## config.mk

```make
export PLATFORM = sky130hd
export DESIGN_NAME = tap_sequencer
export DESIGN_NICKNAME = d
export VERILOG_FILES = /design/src/rtl/tap_sequencer_pkg.sv /design/src/rtl/tap_sequencer_phase_counter.sv /design/src/rtl/tap_sequencer.sv
export SDC_FILE = /design/constraint.sdc
export NUM_CORES = 2
export LEC_CHECK = 0
export CAP_MARGIN = 25
export CORE_ASPECT_RATIO = 0.8
export CORE_MARGIN = 5
export CORE_UTILIZATION = 63
export DETAILED_ROUTE_END_ITERATION = 8
export PLACE_DENSITY_LB_ADDON = 0.2
export REMOVE_ABC_BUFFERS = 1
export SETUP_SLACK_MARGIN = 0.02
export SLEW_MARGIN = 0
export SYNTH_ARGS = -nofsm -noshare
export SYNTH_HDL_FRONTEND = slang
export SYNTH_HIERARCHICAL = 1
export SYNTH_SLANG_ARGS = --single-unit
```

## constraint.sdc

```tcl
create_clock -name clk -period 47.7 [get_ports clk]
set_clock_uncertainty 0.05 [all_clocks]
set_input_delay 14.31 -clock clk [delete_from_list [all_inputs] [get_ports clk]]
set_output_delay 14.31 -clock clk [all_outputs]
set_load 0.005 [all_outputs]
```

## src/rtl/tap_sequencer_pkg.sv

```systemverilog
// Shared equalizer constants: tap count, phase width and sample width.
package tap_sequencer_pkg;

    localparam int unsigned EQ_TAPS = 64;
    localparam int unsigned EQ_PW   = 6;
    localparam int unsigned EQ_SW   = 16;

    typedef logic signed [EQ_SW-1:0] sample_t;

endpackage

```

## src/rtl/tap_sequencer_phase_counter.sv

```systemverilog
// Tap phase counter with first/last phase decode for the equalizer tap sequencer.
module phase_counter
    import tap_sequencer_pkg::*;
#(
    parameter int unsigned TAPS = EQ_TAPS,
    parameter int unsigned PW   = EQ_PW
) (
    input  logic          clk,
    input  logic          rst,
    input  logic          clk_enable,
    input  logic          flush,
    output logic [PW-1:0] phase,
    output logic          phase_0,
    output logic          phase_63
);

    logic [PW-1:0] phase_q;
    logic [PW-1:0] phase_d;

    // Advance on enabled cycles; TAPS is a power of two so wrap is plain truncation.
    always_comb begin
        phase_d = phase_q;
        if (flush) begin
            phase_d = '0;
        end else if (clk_enable) begin
            phase_d = phase_q + PW'(1);
        end
    end

    // Phase register.
    always_ff @(posedge clk or posedge rst) begin
        if (rst) begin
            phase_q <= '0;
        end else begin
            phase_q <= phase_d;
        end
    end

    assign phase    = phase_q;
    assign phase_0  = clk_enable && (phase_q == '0);
    assign phase_63 = clk_enable && (phase_q == PW'(TAPS - 1));

endmodule

```

## src/rtl/tap_sequencer.sv

```systemverilog
// Equalizer tap sequencer: sample holding register, circular delay line and
// per-phase delayed-sample selection for the MAC stage.
module tap_sequencer
    import tap_sequencer_pkg::*;
#(
    parameter int unsigned TAPS = EQ_TAPS,
    parameter int unsigned PW   = EQ_PW
) (
    input  logic                    clk,
    input  logic                    rst,
    input  logic                    clk_enable,
    input  logic signed [EQ_SW-1:0] sample_in,
    input  logic                    sample_valid,
    input  logic                    flush,
    input  logic                    clear_flags,
    output logic [PW-1:0]           phase,
    output logic                    phase_0,
    output logic                    phase_63,
    output logic signed [EQ_SW-1:0] input_mux,
    output logic                    sample_req,
    output logic                    underrun,
    output logic                    overrun
);

    logic [PW-1:0] wr_ptr_q, wr_ptr_d;
    sample_t       hold_q, hold_d;
    logic          hold_full_q, hold_full_d;
    logic          underrun_q, underrun_d;
    logic          overrun_q, overrun_d;
    sample_t       dline_q [TAPS];

    logic          push_c;
    sample_t       push_val_c;
    logic [PW-1:0] wr_nxt_c;
    logic [PW-1:0] rd_idx_c;
    logic          ovr_set_c;
    logic          und_set_c;

    phase_counter #(
        .TAPS (TAPS),
        .PW   (PW)
    ) u_phase_counter (
        .clk        (clk),
        .rst        (rst),
        .clk_enable (clk_enable),
        .flush      (flush),
        .phase      (phase),
        .phase_0    (phase_0),
        .phase_63   (phase_63)
    );

    assign push_c   = phase_63 && !flush;
    assign wr_nxt_c = wr_ptr_q + PW'(1);
    assign rd_idx_c = wr_ptr_q - phase;

    // Select the pushed value and the holding-register / flag updates.
    always_comb begin
        push_val_c  = '0;
        ovr_set_c   = 1'b0;
        und_set_c   = 1'b0;
        wr_ptr_d    = wr_ptr_q;
        hold_d      = hold_q;
        hold_full_d = hold_full_q;
        if (flush) begin
            wr_ptr_d    = '0;
            hold_d      = '0;
            hold_full_d = 1'b0;
        end else if (push_c) begin
            wr_ptr_d    = wr_nxt_c;
            hold_full_d = 1'b0;
            if (sample_valid) begin
                push_val_c = sample_in;
                ovr_set_c  = hold_full_q;
            end else if (hold_full_q) begin
                push_val_c = hold_q;
            end else begin
                und_set_c  = 1'b1;
            end
        end else if (sample_valid) begin
            hold_d      = sample_in;
            hold_full_d = 1'b1;
            ovr_set_c   = hold_full_q;
        end
        underrun_d = und_set_c || (underrun_q && !clear_flags);
        overrun_d  = ovr_set_c || (overrun_q && !clear_flags);
    end

    // Control registers.
    always_ff @(posedge clk or posedge rst) begin
        if (rst) begin
            wr_ptr_q    <= '0;
            hold_q      <= '0;
            hold_full_q <= 1'b0;
            underrun_q  <= 1'b0;
            overrun_q   <= 1'b0;
        end else begin
            wr_ptr_q    <= wr_ptr_d;
            hold_q      <= hold_d;
            hold_full_q <= hold_full_d;
            underrun_q  <= underrun_d;
            overrun_q   <= overrun_d;
        end
    end

    // Delay line: written only on push (one entry) or flush (all entries).
    always_ff @(posedge clk or posedge rst) begin
        if (rst) begin
            for (int i = 0; i < int'(TAPS); i++) begin
                dline_q[i] <= '0;
            end
        end else if (flush) begin
            for (int i = 0; i < int'(TAPS); i++) begin
                dline_q[i] <= '0;
            end
        end else if (push_c) begin
            dline_q[wr_nxt_c] <= push_val_c;
        end
    end

    assign input_mux  = dline_q[rd_idx_c];
    assign sample_req = phase_63;
    assign underrun   = underrun_q;
    assign overrun    = overrun_q;

endmodule

```

==> flow_summary.yaml <==
power:
  power_uw: 1880
  ir_drop_uv: 31.6
  power_density_nw_per_um2: 35.5
  leakagePower_uw: 0.0242
timing:
  rsz0062_at_grt: "false"
  hold_violations: 0
  min_period_ps: 31120
  slew_violations: 0
  tns_ps: 0
  fmax_ghz: 0.0321
  tightest_slew_ps: 1170
  setup_viol: 0
  maxSlewHeadroom_pct: 21.9
  min_period_over_period_pct: 65.2
yosys:
  async_flop_share_pct: 100
  ys_warn_count: 6
  synth_ff_type: "dfrtp_1"
  synth_cell_types: 57
  yosysSeqAreaShare_pct: 55.3
  ys_ff_latch: 1055
  synth_area_um2: 47800
  synth.avg_cell_area_um2: 14.3
  synth_edf_count: 0
  syn_inst: 3341
clock_tree:
  cts.sinks: 1055
  cts-resized-gates: 0
  clk_latency_ps: 690
  clkSlewWorstSetupHoldPaths_ps: 60
  cts_tree: "yes"
  cts_buffers: 101
  root_buffer: "clkbuf_16"
  htreeDepth: 3
  clockBufferDepth: 3
  hold_buffers: 0
  cts_setup_buffers: 0
final_layout:
  finalInstanceArea_um2: 52800
  final_cell_mix: "dfrtp_1, a22o_1, mux4_2"
  drive_gt1_share_pct: 20.2
  fin_nets: 3300
  finalNonFillerCells: 4359
  syn_to_final_growth_pct: 10.6
  seqCellArea_um2: 26400
  final.fill_count: 4847
  multi_input_area_um2: 20000
  layout.cells.most_common: "dfrtp_1"
hold_path:
  hold_class: "flop to flop"
grt:
  grt_pass1_vias: 33700
  grt_pass1_wl_um: 218000
  grt_start_max_net_pins: 190
  track_usage_pct: 34.7
  antenna_found_initial: 1
  overflow: 0
place:
  hpwl_um: 82600
  dpl.cell_count: 4169
  io_buffers: 48
  place_congestion: 0.862
  placed_area_um2: 49300
floorplanning:
  die_area_um2: 81500
  num_io_pins: 49
  die_width_um: 318
  fp.dieH_um: 256
  rows: 90
  initial_core_util_pct: 63.4
  core-area_um2: 75300
route:
  dr.pass1.iters: 5
  wire_per_inst_um: 32.7
  first_iter_violations: 4115
  detail-route-antenna-nets: 0
  num_vias: 33100
  viasPerCell: 7.59
  wl_um: 142000
  drc_errors: 0
setup_path:
  cpMaxStageDelayCell: "clkdlybuf4s50_1"
  cp_slowest_stage_delay_ps: 650
  end_kind: "output pin"
  critPathKind: "input port to output pin"
  worst-path-buf-inv: 3
  cpMostUsedCell: "clkdlybuf4s50_1"
  cp-start-kind: "input port"
  path_delay_family: "buffers and inverters"
  path_max_fanout: 37
  crit_arrival_ps: 16760
  required_ps: 33340
  crit_path_cell_trace: "clkdlybuf4s50_1 > nand4_1 > nor2_4 > buf_4 > clkdlybuf4s50_1"
flow_run:
  cap_viol_max_count: 0
status:
  status: "complete, no violations"
logic make-up (layout without fill, tap and decap cells):
family | after synthesis | in the layout | synth area share (%)
buffers and inverters | 372 | 377 | 3.52
AND/OR/NAND/NOR | 259 | 259 | 3.24
AO/OA/AOI/OAI | 1130 | 1130 | 20.2
adder cells (fa/ha/maj) | 9 | 9 | 0.251
XOR/XNOR | 18 | 18 | 0.385
flip-flops | 1055 | 1055 | 55.3
multiplexers | 498 | 498 | 17.1
other | 0 | 1 | 0
cell usage after synthesis (3+ instances only):
| library cell | instances | area, um2 |
|---|---|---|
| a21o_1 | 17 | 128 |
| nand3_4 | 3 | 52.6 |
| buf_6 | 6 | 67.6 |
| a21oi_2 | 16 | 140 |
| nor3_1 | 15 | 75.1 |
| nand2_1 | 75 | 282 |
| nand3_1 | 6 | 30.0 |
| inv_1 | 14 | 52.6 |
| clkbuf_1 | 166 | 623 |
| dfrtp_1 | 1055 | 26400 |
| mux2i_1 | 241 | 2410 |
| nand2b_1 | 8 | 50.1 |
| nor2_1 | 57 | 214 |
| nor3_2 | 33 | 330 |
| nor2_2 | 15 | 93.8 |
| a21oi_1 | 60 | 300 |
| or3_1 | 9 | 56.3 |
| nor2_4 | 14 | 158 |
| o2bb2ai_1 | 96 | 841 |
| nor3_4 | 4 | 65.1 |
| a22o_1 | 928 | 8130 |
| buf_2 | 156 | 781 |
| buf_1 | 16 | 60.1 |
| xnor2_1 | 9 | 78.8 |
| nand2_2 | 4 | 25.0 |
| xor2_1 | 7 | 61.3 |
| nor2b_1 | 4 | 25.0 |
| ha_1 | 8 | 100 |
| mux4_2 | 256 | 5770 |
| buf_4 | 12 | 90.1 |
where the power goes:
part           internal [uW]  switching, uW
registers                896           1.16
clock network            478            357
logic                   48.8           96.4
total                   1420            454
cell type report:
cell class                      instances  area share (%)
Timing Repair Buffer                  181            3.26
Antenna cell                            1         0.00474
Inverter                               16           0.133
Multi-Input combinational cell       1914            37.8
Sequential cell                      1055            50.0
Clock buffer                          144            5.49
Clock inverter                         36           0.957
Tap cell                             1012            2.40
stage by stage:
step | util [%] | setup slack, ps | hold WS [ps]
3_5_place_dp | 65.4 | 16710 | 418
2_1_floorplan | - | 3810 | 401
4_1_cts | 69.9 | 16690 | 436
6_report | 70.1 | 16580 | 434
3_3_place_gp | 65.1 | 16720 | 416
5_1_grt | 70.1 | 16610 | 442
sequential cells by signal, summed over array words and instances (netlist names):
register	count
wr_ptr_q	6
overrun	1
hold_q	16
underrun	1
u_phase_counter/phase	6
hold_full_q	1
dline_q	1024
routing by layer:
| metal | wire (um) | part of all wire [%] | vias up | track usage (%) |
|---|---|---|---|---|
| li1 | - | - | 13000 | - |
| met1 | 55800 | 39 | 17500 | 51.3 |
| met2 | 63100 | 44 | 2253 | 49.8 |
| met3 | 17600 | 12 | 306 | 9.91 |
| met4 | 5870 | 4.1 | 2 | 12.9 |
| met5 | 16 | 0.011 | - | 0 |
path summary, 6_finish.rpt:
path / startpoint / end / slack [ps] / depth (start not counted)
min: dline_q[806]$_DFFE_PP0P_ / dline_q[806]$_DFFE_PP0P_ / 430 / 1
min reg2reg: dline_q[806]$_DFFE_PP0P_ / dline_q[806]$_DFFE_PP0P_ / 430 / 1
max in group asynchronous: rst / dline_q[592]$_DFFE_PP0P_ / 30430 / 8
max: clk_enable / phase_63 / 16580 / 5
min in group asynchronous: rst / u_phase_counter/phase[4]$_DFFE_PP0P_ / 13970 / 2
max reg2reg: u_phase_counter/phase[0]$_DFFE_PP0P_ / dline_q[717]$_DFFE_PP0P_ / 43410 / 9
(Power assumes the default switching activity.)
